File: src/rtl/spi_sched.sv
// Round-robin arbiter sharing one SPI byte engine; the granted requester owns CS for its whole burst.
// All outputs registered (gnt 1 cycle after req); LOAD holds off while eng_busy; watchdog aborts a stalled word.
module spi_sched #(
  parameter int NREQ  = 4,
  parameter int WIDTH = 8,
  parameter int LW    = 4,
  parameter int CSS   = 2,
  parameter int GAP   = 4,
  parameter int WDOG  = 1024
) (
  input  logic                     clk,
  input  logic                     rst,
  input  logic [NREQ-1:0]          req,
  input  logic [NREQ*LW-1:0]       len,
  input  logic [NREQ*WIDTH-1:0]    din,
  output logic [NREQ-1:0]          pop,
  output logic [NREQ-1:0]          gnt,
  output logic [NREQ-1:0]          done,
  output logic                     err,
  output logic [WIDTH-1:0]         rx_dout,
  output logic                     rx_vld,
  output logic [$clog2(NREQ)-1:0]  rx_id,
  output logic                     cs_n,
  output logic                     eng_vld,
  output logic [WIDTH-1:0]         eng_din,
  input  logic                     eng_busy,
  input  logic                     eng_done,
  input  logic [WIDTH-1:0]         eng_dout
);

  localparam int IW   = $clog2(NREQ);
  localparam int TMAX = (CSS > GAP) ? CSS : GAP;
  localparam int TW   = $clog2(TMAX + 1);
  localparam int WW   = $clog2(WDOG + 1);

  localparam logic [TW-1:0] CSS_LAST  = TW'((CSS > 0) ? CSS - 1 : 0);
  localparam logic [TW-1:0] GAP_LAST  = TW'(GAP - 1);
  localparam logic [WW-1:0] WDOG_LAST = WW'(WDOG - 1);

  typedef enum logic [2:0] {
    S_IDLE,
    S_SETUP,
    S_LOAD,
    S_XFER,
    S_GAP
  } state_t;

  state_t           state, state_n;
  logic [IW-1:0]    win, win_n;
  logic [IW-1:0]    rr, rr_n;
  logic [LW-1:0]    cnt, cnt_n;
  logic [TW-1:0]    tmr, tmr_n;
  logic [WW-1:0]    wdg, wdg_n;

  logic [NREQ-1:0]  pop_n, gnt_n, done_n;
  logic             err_n, rx_vld_n, cs_n_n, eng_vld_n;
  logic [WIDTH-1:0] rx_dout_n, eng_din_n;
  logic [IW-1:0]    rx_id_n;

  logic             arb_hit;
  logic [IW-1:0]    arb_idx;
  logic             end_burst;

  logic [LW-1:0]    len_a [NREQ];
  logic [WIDTH-1:0] din_a [NREQ];

  for (genvar g = 0; g < NREQ; g++) begin : g_unpack
    assign len_a[g] = len[g*LW +: LW];
    assign din_a[g] = din[g*WIDTH +: WIDTH];
  end

  // Modulo-NREQ add, valid for non-power-of-2 NREQ.
  function automatic logic [IW-1:0] wrap_add(input logic [IW-1:0] a, input int b);
    int s;
    s = int'(a) + b;
    if (s >= NREQ) s = s - NREQ;
    return IW'(s);
  endfunction

  function automatic logic [NREQ-1:0] onehot(input logic [IW-1:0] idx);
    logic [NREQ-1:0] one;
    one = {{(NREQ-1){1'b0}}, 1'b1};
    return one << idx;
  endfunction

  // First set request at or after the round-robin pointer.
  always_comb begin
    arb_hit = 1'b0;
    arb_idx = '0;
    for (int i = 0; i < NREQ; i++) begin
      if (!arb_hit && req[wrap_add(rr, i)]) begin
        arb_hit = 1'b1;
        arb_idx = wrap_add(rr, i);
      end
    end
  end

  always_comb begin
    state_n   = state;
    win_n     = win;
    rr_n      = rr;
    cnt_n     = cnt;
    tmr_n     = tmr;
    wdg_n     = wdg;
    gnt_n     = gnt;
    cs_n_n    = cs_n;
    eng_din_n = eng_din;
    rx_dout_n = rx_dout;
    rx_id_n   = rx_id;
    pop_n     = '0;
    done_n    = '0;
    err_n     = 1'b0;
    rx_vld_n  = 1'b0;
    eng_vld_n = 1'b0;
    end_burst = 1'b0;

    case (state)
      S_IDLE: begin
        cs_n_n = 1'b1;
        if (arb_hit) begin
          win_n   = arb_idx;
          gnt_n   = onehot(arb_idx);
          cnt_n   = len_a[arb_idx];
          cs_n_n  = 1'b0;
          tmr_n   = '0;
          state_n = S_SETUP;
        end
      end
      S_SETUP: begin
        if (CSS == 0 || tmr == CSS_LAST) begin
          state_n = S_LOAD;
        end else begin
          tmr_n = tmr + 1'b1;
        end
      end
      S_LOAD: begin
        if (!eng_busy) begin
          eng_vld_n = 1'b1;
          eng_din_n = din_a[win];
          pop_n     = onehot(win);
          wdg_n     = '0;
          state_n   = S_XFER;
        end
      end
      S_XFER: begin
        // A completing word beats a watchdog expiry in the same cycle.
        if (eng_done) begin
          rx_vld_n  = 1'b1;
          rx_dout_n = eng_dout;
          rx_id_n   = win;
          if (cnt == '0) begin
            end_burst = 1'b1;
          end else begin
            cnt_n   = cnt - 1'b1;
            state_n = S_LOAD;
          end
        end else if (wdg == WDOG_LAST) begin
          err_n     = 1'b1;
          end_burst = 1'b1;
        end else begin
          wdg_n = wdg + 1'b1;
        end
      end
      S_GAP: begin
        cs_n_n = 1'b1;
        if (tmr == GAP_LAST) begin
          state_n = S_IDLE;
        end else begin
          tmr_n = tmr + 1'b1;
        end
      end
      default: begin
        state_n = S_IDLE;
        cs_n_n  = 1'b1;
        gnt_n   = '0;
      end
    endcase

    if (end_burst) begin
      done_n  = onehot(win);
      gnt_n   = '0;
      rr_n    = wrap_add(win, 1);
      cs_n_n  = 1'b1;
      tmr_n   = '0;
      state_n = S_GAP;
    end
  end

  always_ff @(posedge clk) begin
    if (rst) begin
      state   <= S_IDLE;
      win     <= '0;
      rr      <= '0;
      cnt     <= '0;
      tmr     <= '0;
      wdg     <= '0;
      gnt     <= '0;
      pop     <= '0;
      done    <= '0;
      err     <= 1'b0;
      rx_vld  <= 1'b0;
      rx_dout <= '0;
      rx_id   <= '0;
      cs_n    <= 1'b1;
      eng_vld <= 1'b0;
      eng_din <= '0;
    end else begin
      state   <= state_n;
      win     <= win_n;
      rr      <= rr_n;
      cnt     <= cnt_n;
      tmr     <= tmr_n;
      wdg     <= wdg_n;
      gnt     <= gnt_n;
      pop     <= pop_n;
      done    <= done_n;
      err     <= err_n;
      rx_vld  <= rx_vld_n;
      rx_dout <= rx_dout_n;
      rx_id   <= rx_id_n;
      cs_n    <= cs_n_n;
      eng_vld <= eng_vld_n;
      eng_din <= eng_din_n;
    end
  end

endmodule

File: config.mk
export PLATFORM = sky130hd
export DESIGN_NAME = spi_sched
export DESIGN_NICKNAME = d
export VERILOG_FILES = /design/src/rtl/spi_sched.sv
export SDC_FILE = /design/constraint.sdc
export NUM_CORES = 1
export LEC_CHECK = 0
export CAP_MARGIN = 15
export CORE_UTILIZATION = 41
export CTS_CLUSTER_DIAMETER = 150
export DETAILED_ROUTE_END_ITERATION = 6
export PLACE_DENSITY = 0.84
export SLEW_MARGIN = 20
export SYNTH_ARGS = -nofsm -noshare
export SYNTH_HDL_FRONTEND = slang
export SYNTH_SLANG_ARGS = --single-unit
File: constraint.sdc
create_clock -name clk -period 1.7 [get_ports clk]
set_input_delay 0.425 -clock clk [delete_from_list [all_inputs] [get_ports clk]]
set_output_delay 0.425 -clock clk [all_outputs]
set_load 0.05 [all_outputs]
Word level (Yosys, flattened, before mapping)
Index checks and enable logic that the tools add are counted.

Add/subtract/negate cells: 12. Magnitude comparators: 11. Equal/unequal tests: 23. Shifts and indexed selects: 2. Muxes and demuxes: 57. Bitwise operators: 7. Reduce and logical (&&, ||, !) cells: 28.

Operator list (count): $mux W11 (3); $mux W3 (10); $mux W4 (6); $pmux W11 S2 (1); $ne A2 B2 Y1 const B (10); $ge A3 B3 Y1 const B (6); $mux W2 (9); $ne A3 B3 Y1 const B (6); $bmux W8 S2 (1); $mux W8 (2); $pmux W4 S2 (2); $mux W1 (15); $pmux W3 S5 (1); $lt A2 B3 Y1 const B (4); $reduce_and A4 Y1 (3); $reduce_and A6 Y1 (2); $add A11 B1 Y11 const B (1); $eq A11 B10 Y1 const B (1); $sub A2 B1 Y2 const B (5); $eq A3 B2 Y1 const B (3); $pmux W3 S3 (1); $reduce_or A3 Y1 (3); $bmux W1 S2 (4); $bmux W4 S2 (1); other kinds (20) (40).

Bits in registers: 59. Input bits: 64. Output and inout port bits: 34.

Logic depth before layout (Yosys ltp)
Gate-level depths: netlist of the first run.

Depth after elaboration: 20. Depth in mapped cells: 8. Mapped depth without buffers: 8.

Worst setup path after synthesis of the first run
Ideal clock, no wire load.

Path type: reg-to-reg. From: reg rr[1]. To: reg cnt[2]. Arrival time: 1.647 ns. Required time: 1.634 ns. Setup slack: -0.013 ns. Stages on the path, launching flop included: 8. Path buffers: 1. Period minus slack after synthesis: 1.713 ns. Cell sequence: dfxtp_1 > mux2i_1 > nor2_1 > a311oi_2 > buf_6 > mux2i_1 > mux2_2 > a21oi_2.

Word-level cells in the longest chain between the ends: 20.

Ends and longest elaborated chain: from (decl) (RTL line 50) `logic [IW-1:0] rr, rr_n;`; from (signal assigned) (RTL line 210) `rr <= rr_n;`; branches (longest 20 deep; another with $add A2 B1 Y3); to (signal assigned) (RTL line 211) `cnt <= cnt_n;`; to (decl) (RTL line 51) `logic [LW-1:0] cnt, cnt_n;`.

Parallel ways; which one is timed is not known. The select of a mux whose other input is x is not followed. A chain may end at the register's enable or synchronous reset.

Final worst setup path of the first run
From: reg wdg[1]. To: reg wdg[4].

Word-level cells in the longest chain between the ends: 4.

Ends and longest elaborated chain: from (decl) (RTL line 53) `logic [WW-1:0] wdg, wdg_n;`; from (signal assigned) (RTL line 213) `wdg <= wdg_n;`; $add A11 B1 Y11 (RTL line 161) `wdg_n = wdg + 1'b1;`; $mux W11 (RTL line 157) `end else if (wdg == WDOG_LAST) begin`; $mux W11 (RTL line 147) `if (eng_done) begin`; $pmux W11 S2 (RTL line 117) `case (state)`.

Parallel ways exist; a longest one is shown, timed or not. The select of a mux whose other input is x is not followed.

==> impl_metrics.env, run 1 <==
export IMPL_status="finished, violations left"
export IMPL_violations="negative setup slack"
export IMPL_ant_nets=0
export IMPL_multi_input_area_mm2=0.00173
export IMPL_clk_path_buf_depth=2
export IMPL_place_gp_congestion=0.811
export IMPL_hold_buffers=0
export IMPL_drc=0
export IMPL_grt_overflow_total=0
export IMPL_ys_types=45
export IMPL_drt_iter0_drc=175
export IMPL_fp_row_count=29
export IMPL_fmax_ghz=0.537
export IMPL_ios=98
export IMPL_num_antenna_cells=0
export IMPL_max_slew_margin_rel_pct=75.4
export IMPL_ctsRootBufferMaster="clkbuf_8"
export IMPL_dp_hpwl_mm=5.87
export IMPL_cp_max_fo=5
export IMPL_synth_edf_count=0
export IMPL_grt_max_degree=24
export IMPL_syn_avg_cell_area_um2=8.65
export IMPL_layout_nets=553
export IMPL_finalSetupViolations=14
export IMPL_startpoint_type="flop"
export IMPL_fp_dieW_um=85.1
export IMPL_worstReg2RegStart="wdg[1]"
export IMPL_io_buffers=97
export IMPL_timing_hold_violations_final=0
export IMPL_synth_area_mm2=0.00283
export IMPL_clk_latency_ns=0.34
export IMPL_clock_sinks=59
export IMPL_maxSlewViolCount=0
export IMPL_dp_cells=536
export IMPL_total_power_mw=3.53
export IMPL_regArea_mm2=0.00119
export IMPL_layout_drive_gt1_share_pct=33.3
export IMPL_timing_setup_tns_ns=-1.16
export IMPL_cts_tree="yes"
export IMPL_cp_arrival_ns=2.09
export IMPL_min_to="eng_din[2]"
export IMPL_start_util_pct=43.6
export IMPL_ir_drop_mv=0.494
export IMPL_r2r_end="wdg[4]"
export IMPL_synthFlopType="dfxtp_1"
export IMPL_cp_required_ns=1.92
export IMPL_async_flop_share_pct=0
export IMPL_dr_pass1_iters=4
export IMPL_layout_setup_ws_ns=-0.162
export IMPL_finClkSkew_ns=0.00946
export IMPL_fin_crit_sh_pct=110
export IMPL_antenna_found_initial=0
export IMPL_dieArea_mm2=0.00724
export IMPL_vias=3033
export IMPL_grt_pass1_vias=3084
export IMPL_synth_cells=327
export IMPL_htreeDepth=3
export IMPL_max_cap_viol_count=0
export IMPL_hold_class="reg -> reg"
export IMPL_die_y_um=85.1
export IMPL_r2r_slack_ns=-0.16
export IMPL_ys_ff_latch=59
export IMPL_tightest_slew_ns=0.359
export IMPL_min_period_ns=1.86
export IMPL_hold_start="eng_din[2]"
export IMPL_path_class="reg -> reg"
export IMPL_cts_inserted_buffers=9
export IMPL_via_per_inst=5.41
export IMPL_ys_warn_count=0
export IMPL_stdcell_count=561
export IMPL_nFillCells=475
export IMPL_clkSlewWorstSetupHoldPaths_ns=0.07
export IMPL_wl_per_cell_um=16.2
export IMPL_power_density_mw_per_mm2=764
export IMPL_grt_util_all_layers_pct=24.0
export IMPL_syn2layout_area_growth_pct=63.3
export IMPL_leakage_nw=1.89
export IMPL_end_kind="flop"
export IMPL_rsz0062_at_grt="true"
export IMPL_grt_first_pass_wirelength_mm=13.6
export IMPL_holdWs_ns=0.461
export IMPL_hold_path_depth=2
export IMPL_r2r_cells=7
export IMPL_post_place_ws_ns=-0.538
export IMPL_core_area_mm2=0.00649
export IMPL_wl_mm=9.08
export IMPL_seq_area_frac_synth_pct=41.8
export IMPL_synth_fp_nets=401
## registers in the layout (all words and copies together), names as in the netlist, 3 cells and up
signal and cells:
done 4, state 3, rx_dout 8, gnt 4
tmr 3, wdg 11, eng_din 8, cnt 4
pop 4
## where the power goes
| group | switching, mW | internal [mW] |
|---|---|---|
| registers | 0.0378 | 1.42 |
| clock network | 0.559 | 0.791 |
| logic | 0.335 | 0.383 |
| total | 0.932 | 2.60 |
## worst max-delay path, cell delays in order, from the launching register on
cell and delay, ns:
dfxtp_2 0.35, ha_4 0.14, nand4_1 0.27, nor4_4 0.45
o21ai_2 0.16, nand4_1 0.12, xor2_1 0.18, nor2_1 0.07
## through the flow
| step | util, % | area, um^2 |
|---|---|---|
| 2_1_floorplan | - | 2830 |
| 3_3_place_gp | 63.7 | 4140 |
| 3_5_place_dp | 63.7 | 4140 |
| 4_1_cts | 67.9 | 4410 |
| 5_1_grt | 71.1 | 4620 |
| 6_report | 71.1 | 4620 |
## Yosys cell counts (3+ instances only)
cell,count,area share [%]
dfxtp_1,59,42
nand2_1,51,6.8
a21oi_1,42,7.4
nor2_1,32,4.2
clkbuf_1,11,1.5
ha_1,10,4.4
inv_1,10,1.3
mux2i_1,10,3.5
nor3_1,10,1.8
mux4_2,8,6.4
nand2b_1,6,1.3
o21ai_1,6,1.1
or3_1,6,1.3
and2_1,5,1.1
and3_1,5,1.1
nand3_1,5,0.88
xor2_1,5,1.5
mux2_2,4,1.6
nand4_1,4,0.88
nor3b_1,3,0.80
nor4_1,3,0.66
o21ai_0,3,0.53
## layout make-up
class	count	area share, %
multi-input combinational	242	37.5
timing repair buffer	156	29.1
sequential	59	25.8
clock buffer	12	3.58
tap	77	2.09
clock inverter	4	1.03
inverter	11	0.894
## worst max path at each step
stage | from | depth (start not counted) | endpoint | slack (ns)
4_1_cts | cnt[1] | 8 | rr[1] | -0.03
3_3_place_gp | req[0] | 8 | tmr[2] | -0.45
2_1_floorplan | rr[1] | 7 | cnt[2] | 0.04
6_report | wdg[1] | 7 | wdg[4] | -0.16
5_1_grt | wdg[1] | 7 | wdg[8] | -0.23
3_5_place_dp | req[0] | 7 | cnt[1] | -0.54
## layout by cell type, fill, tap and decap left out, types with 6 or more instances in the layout
| cell | netlist | final |
|---|---|---|
| a21oi_1 | 42 | 37 |
| a21oi_2 | 1 | 6 |
| buf_4 | 0 | 91 |
| clkbuf_8 | 0 | 12 |
| clkdlybuf4s50_1 | 0 | 58 |
| dfxtp_1 | 59 | 53 |
| ha_1 | 10 | 9 |
| inv_1 | 10 | 10 |
| mux2i_1 | 10 | 9 |
| mux4_2 | 8 | 8 |
| nand2_1 | 51 | 51 |
| nor2_1 | 32 | 31 |
## what timing repair did
action | CTS | global route
cloned | 1 | 0
gates resized for setup | 11 | 43
pin swaps | 5 | 25
endpoints found under the setup margin | 18 | 27
setup buffers | 3 | 7
## metal layers
metal / vias to the layer above / share of wire, % / wire length (um) / global-route usage [%]
met5: - / 0 / 0 / 0
met4: 0 / 2.9 / 265 / 11.7
met3: 25 / 4.7 / 425 / 4.47
met2: 120 / 55 / 4980 / 44.7
met1: 1438 / 38 / 3410 / 25.8
li1: 1450 / - / - / -
## kinds of logic after synthesis
| family | share of synthesized area [%] |
|---|---|
| simple gates | 22.3 |
| compound gates | 14.4 |
| flops | 41.8 |
| buf+inv | 3.80 |
| mux | 11.5 |
| fa+ha+maj | 4.42 |
| xor+xnor | 1.86 |
Note: power is estimated with default switching activity, not from simulation.
==> inputs of run 2 (changes only) <==
--- a/config.mk
+++ b/config.mk
@@ -11,5 +11,4 @@
 export DETAILED_ROUTE_END_ITERATION = 6
 export PLACE_DENSITY = 0.84
-export SLEW_MARGIN = 20
 export SYNTH_ARGS = -nofsm -noshare
 export SYNTH_HDL_FRONTEND = slang
==> constraint.sdc (replaced) <==
create_clock -name clk -period 1.7 [get_ports clk]
set_input_delay 0.51 -clock clk [delete_from_list [all_inputs] [get_ports clk]]
set_output_delay 0.51 -clock clk [all_outputs]
set_load 0.05 [all_outputs]
==> impl_metrics.env, run 2 (same netlist as run 1, synthesis figures left out) <==
export IMPL_layout_nets=543
export IMPL_cp_slowest_cell="dfxtp_2"
export IMPL_startpoint_type="flop"
export IMPL_hold_buffers=0
export IMPL_cp_max_fo=4
export IMPL_place_gp_congestion=0.782
export IMPL_tightest_slew_ns=0.494
export IMPL_regMostFlops="wdg"
export IMPL_io_buffers=97
export IMPL_dr_pass1_iters=4
export IMPL_fin_crit_sh_pct=110
export IMPL_timing_hold_violations_final=0
export IMPL_clk_latency_ns=0.36
export IMPL_fp_row_count=29
export IMPL_place_area_mm2=0.00453
export IMPL_fmax_ghz=0.536
export IMPL_via_per_inst=5.52
export IMPL_start_util_pct=43.6
export IMPL_clk_path_buf_depth=2
export IMPL_finClkSkew_ns=0.0102
export IMPL_reg_top3="wdg (11), eng_din (8), rx_dout (8)"
export IMPL_largest_reg_flops=11
export IMPL_regArea_mm2=0.00119
export IMPL_layout_commonest_cell="clkdlybuf4s50_1"
export IMPL_vias=3043
export IMPL_syn2layout_area_growth_pct=75.5
export IMPL_cpMostUsedCell="buf_4"
export IMPL_cp_required_ns=2.00
export IMPL_cts_tree="yes"
export IMPL_dp_hpwl_mm=6.14
export IMPL_htreeDepth=3
export IMPL_drc=0
export IMPL_rsz0062_at_grt="true"
export IMPL_final_cell_mix="58 x clkdlybuf4s50_1, 50 x nand2_1, 50 x dfxtp_1"
export IMPL_multi_input_area_mm2=0.00174
export IMPL_layout_drive_gt1_share_pct=32.5
export IMPL_cp_slowest_stage_delay_ns=0.37
export IMPL_ctsRootBufferMaster="clkbuf_8"
export IMPL_worstPathCellList="ha_4 -> nand4_1 -> buf_4 -> nor3_4 -> a21oi_2 -> nor3_2 -> buf_4 -> and2_4"
export IMPL_ant_nets=0
export IMPL_clock_sinks=59
export IMPL_cp_arrival_ns=2.16
export IMPL_dieArea_mm2=0.00724
export IMPL_leakage_nw=1.94
export IMPL_layout_setup_ws_ns=-0.166
export IMPL_clkSlewWorstSetupHoldPaths_ns=0.07
export IMPL_path_class="reg -> reg"
export IMPL_status="finished, violations left"
export IMPL_ios=98
export IMPL_violations="negative setup slack"
export IMPL_drt_iter0_drc=198
export IMPL_antenna_found_initial=0
export IMPL_hold_class="reg -> reg"
export IMPL_maxSlewViolCount=0
export IMPL_power_density_mw_per_mm2=706
export IMPL_end_kind="flop"
export IMPL_grt_first_pass_wirelength_mm=13.8
export IMPL_grt_util_all_layers_pct=24.4
export IMPL_design_area_mm2=0.00497
export IMPL_min_period_ns=1.87
export IMPL_fin_util_pct=76.5
export IMPL_finalSetupViolations=19
export IMPL_wl_per_cell_um=17.4
export IMPL_nFillCells=405
export IMPL_grt_pass1_vias=3149
export IMPL_wl_mm=9.61
export IMPL_fp_dieW_um=85.1
export IMPL_max_cap_viol_count=0
export IMPL_max_slew_margin_rel_pct=66.8
export IMPL_grt_overflow_total=0
export IMPL_ir_drop_mv=0.649
export IMPL_cts_inserted_buffers=9
export IMPL_grt_max_degree=17
export IMPL_core_area_mm2=0.00649
export IMPL_die_y_um=85.1
export IMPL_num_antenna_cells=0
==> run 2: changes by cell type in the layout (fill, tap and decap cells not counted), sizes merged <==
| cell | previous run | this run |
|---|---|---|
| dlygate4sd2 | 3 | 1 |
| clkbuf | 12 | 14 |
| clkinvlp | 1 | 2 |
| dlymetal6s2s | 1 | 0 |
| buf | 93 | 84 |
| clkinv | 3 | 2 |
==> run 2: final timing paths <==
path	start	endpoint	slack, ns	cells after the start
worst max-delay path	wdg[1]	done[1]	-0.17	8
worst min-delay path	win[1]	rx_id[1]	0.49	2
worst max register to register	wdg[1]	done[1]	-0.17	8
worst min register to register	win[1]	rx_id[1]	0.49	2
==> run 2: through the flow <==
stage                     hold slack, ns  setup slack [ns]  power, mW  instances  TNS, ns
after floorplan                    0.458           -0.0220       1.82        327  -0.0608
after global placement             0.465            -0.553       2.13        529   -14.73
after detailed placement           0.485            -0.630       2.16        529   -16.75
after CTS                          0.489           0.00130       3.45        546        0
after global routing               0.516            -0.198       3.64        551    -2.79
final                              0.492            -0.166       3.51        551    -1.28
==> run 2: area by class of cell <==
class | count | share of cell area, %
clock buffer | 12 | 2.92
sequential | 59 | 24.1
multi-input combinational | 242 | 35.1
tap | 77 | 1.94
timing repair buffer | 146 | 34.1
clock inverter | 4 | 1.01
inverter | 11 | 0.831
==> run 2: power by group <==
group	switching [mW]	internal, mW
logic	0.341	0.400
registers	0.0477	1.42
clock network	0.580	0.715
total	0.970	2.54
==> run 2: worst max-delay path: cells and delay by family, from the launching register on <==
kind | cells | cell delay [ns]
compound gates | 1 | 0.06
fa+ha+maj | 1 | 0.16
buf+inv | 2 | 0.42
flops | 1 | 0.37
simple gates | 4 | 0.79
==> run 2: metal layers <==
layer / part of all wire [%] / track usage (%) / vias up / routed length [um]
li1: - / - / 1429 / -
met1: 36 / 24.5 / 1460 / 3500
met2: 55 / 45.2 / 119 / 5250
met3: 5.2 / 6.71 / 35 / 500
met4: 3.6 / 14.0 / 0 / 350
met5: 0 / 0 / - / 0
==> run 2: what timing repair did <==
| item | in CTS | in global routing |
|---|---|---|
| pin swaps | 9 | 20 |
| gates resized for setup | 22 | 42 |
| cloned | 0 | 1 |
| setup buffers | 1 | 4 |
| endpoints found under the setup margin | 27 | 32 |
==> inputs of run 3 (changes only) <==
- CORE_UTILIZATION: 41 -> 45
- PLACE_DENSITY: 0.84 -> 0.87
- clock period: 1.7 -> 1.9 ns (I/O delays scaled with it)
==> impl_metrics.env, run 3 (same netlist as run 1, synthesis figures left out) <==
export IMPL_post_place_ws_ns=-0.508
export IMPL_post_cts_buffers=0
export IMPL_fin_crit_sh_pct=96.4
export IMPL_layout_drive_gt1_share_pct=23.0
export IMPL_grt_util_all_layers_pct=24.6
export IMPL_fin_util_pct=72.1
export IMPL_fp_dieW_um=81.3
export IMPL_finClkSkew_ns=0.00733
export IMPL_clk_latency_ns=0.35
export IMPL_regArea_mm2=0.00118
export IMPL_num_antenna_cells=0
export IMPL_multi_input_area_mm2=0.00157
export IMPL_clock_sinks=59
export IMPL_cpLargestDelayFamily="simple AND/OR/NAND/NOR gates"
export IMPL_cp_required_ns=2.18
export IMPL_startpoint_type="input port"
export IMPL_power_density_mw_per_mm2=757
export IMPL_fmax_ghz=0.546
export IMPL_wl_per_cell_um=15.0
export IMPL_end_kind="flop"
export IMPL_hold_class="reg -> reg"
export IMPL_cts_inserted_buffers=9
export IMPL_max_cap_viol_count=0
export IMPL_tightest_slew_ns=0.417
export IMPL_drt_iter0_drc=71
export IMPL_regMostFlops="wdg"
export IMPL_largest_reg_flops=11
export IMPL_cp_max_fo=4
export IMPL_drc=0
export IMPL_path_class="in -> reg"
export IMPL_vias=2893
export IMPL_place_gp_congestion=0.821
export IMPL_worstPathCellList="dlygate4sd2_1 -> or4_4 -> buf_6 -> nand2b_1 -> a21oi_1 -> o21bai_1 -> a21oi_1 -> nor2_1"
export IMPL_ir_drop_mv=0.600
export IMPL_leakage_nw=1.76
export IMPL_start_util_pct=47.2
export IMPL_pwr_share_seq_pct=40.1
export IMPL_dieArea_mm2=0.00661
export IMPL_layout_commonest_cell="buf_4"
export IMPL_final_cell_mix="65 x buf_4, 58 x dfxtp_1, 58 x clkdlybuf4s50_1"
export IMPL_p_sw_mw=0.825
export IMPL_via_per_inst=5.40
export IMPL_grt_pass1_vias=2794
export IMPL_grt_max_degree=14
export IMPL_combPwrFrac_pct=17.3
export IMPL_dr_pass1_iters=4
export IMPL_clkSlewWorstSetupHoldPaths_ns=0.07
export IMPL_design_area_mm2=0.00432
export IMPL_ant_nets=0
export IMPL_io_buffers=97
export IMPL_grt_first_pass_wirelength_mm=12.3
export IMPL_cp_arrival_ns=2.12
export IMPL_nFillCells=452
export IMPL_internal_power_mw=2.44
export IMPL_die_y_um=81.3
export IMPL_finalSetupViolations=0
export IMPL_path_buf_inv=2
export IMPL_max_slew_margin_rel_pct=72.0
export IMPL_core_area_mm2=0.00599
export IMPL_dp_hpwl_mm=6.11
export IMPL_cp_slowest_stage_delay_ns=0.56
export IMPL_maxSlewViolCount=0
export IMPL_timing_hold_violations_final=0
export IMPL_ios=98
export IMPL_switching_share_pct=25.3
export IMPL_layout_setup_ws_ns=0.0675
export IMPL_htreeDepth=3
export IMPL_fp_row_count=28
export IMPL_place_area_mm2=0.00403
export IMPL_holdWs_ns=0.462
export IMPL_status="finished clean"
export IMPL_reg_top3="wdg (11), eng_din (8), rx_dout (8)"
export IMPL_ctsRootBufferMaster="clkbuf_8"
export IMPL_layout_nets=530
export IMPL_syn2layout_area_growth_pct=52.6
export IMPL_min_period_ns=1.83
export IMPL_cp_slowest_cell="or4_4"
export IMPL_antenna_found_initial=0
export IMPL_clock_power_share_pct=42.6
export IMPL_clk_path_buf_depth=2
export IMPL_cts_tree="yes"
export IMPL_total_power_mw=3.27
export IMPL_wl_mm=8.06
export IMPL_cpMostUsedCell="a21oi_1"
export IMPL_grt_overflow_total=0
-- run 3: worst reg2reg max path: cells and delay by family, from the launching register on --
kind / cells / cell delay [ns]
compound gates: 2 / 0.33
buf+inv: 1 / 0.21
flops: 1 / 0.50
mux: 3 / 0.58
simple gates: 1 / 0.06
-- run 3: path summary, 6_finish.rpt --
kind / startpoint / cells after the start / slack [ns] / end
max: req[1] / 8 / 0.07 / tmr[2]
min: eng_din[5] / 2 / 0.46 / eng_din[5]
max reg2reg: rr[1] / 7 / 0.12 / cnt[0]
min reg2reg: eng_din[5] / 2 / 0.46 / eng_din[5]
-- run 3: power by group through the flow --
stage / registers (mW) / clock network (mW) / logic [mW]
finish: 1.31 / 1.39 / 0.566
global route: 1.31 / 1.45 / 0.619
CTS: 1.31 / 1.40 / 0.566
detailed placement: 1.33 / 0 / 0.556
global placement: 1.33 / 0 / 0.533
floorplan: 1.37 / 0 / 0.248
-- run 3: repair_timing --
| item | in CTS | in global routing |
|---|---|---|
| pin swaps | 5 | 4 |
| cloned | 1 | 0 |
| endpoints found under the setup margin | 11 | 8 |
| gates resized for setup | 11 | 6 |
| hold buffers | 0 | 0 |
-- run 3: per-layer routing --
layer / up-vias / global-route usage (%) / wire [um]
li1: 1405 / - / -
met1: 1384 / 26.4 / 3130
met2: 85 / 44.1 / 4440
met3: 19 / 4.83 / 270
met4: 0 / 14.6 / 212
met5: - / 0 / 0
-- run 3: final cells by class --
cell class                 instances  area share, %
clock buffer                       9           2.87
clock inverter                     7           2.70
inverter                          11          0.957
multi-input combinational        242           36.3
sequential                        59           27.4
tap                               75           2.17
timing repair buffer             133           27.6
-- run 3: metrics by stage --
step,std cells,setup TNS (ns)
final,536,0
after floorplan,327,0
after detailed placement,519,-9.44
after CTS,536,0
after global routing,536,-0.00933
after global placement,519,-8.24
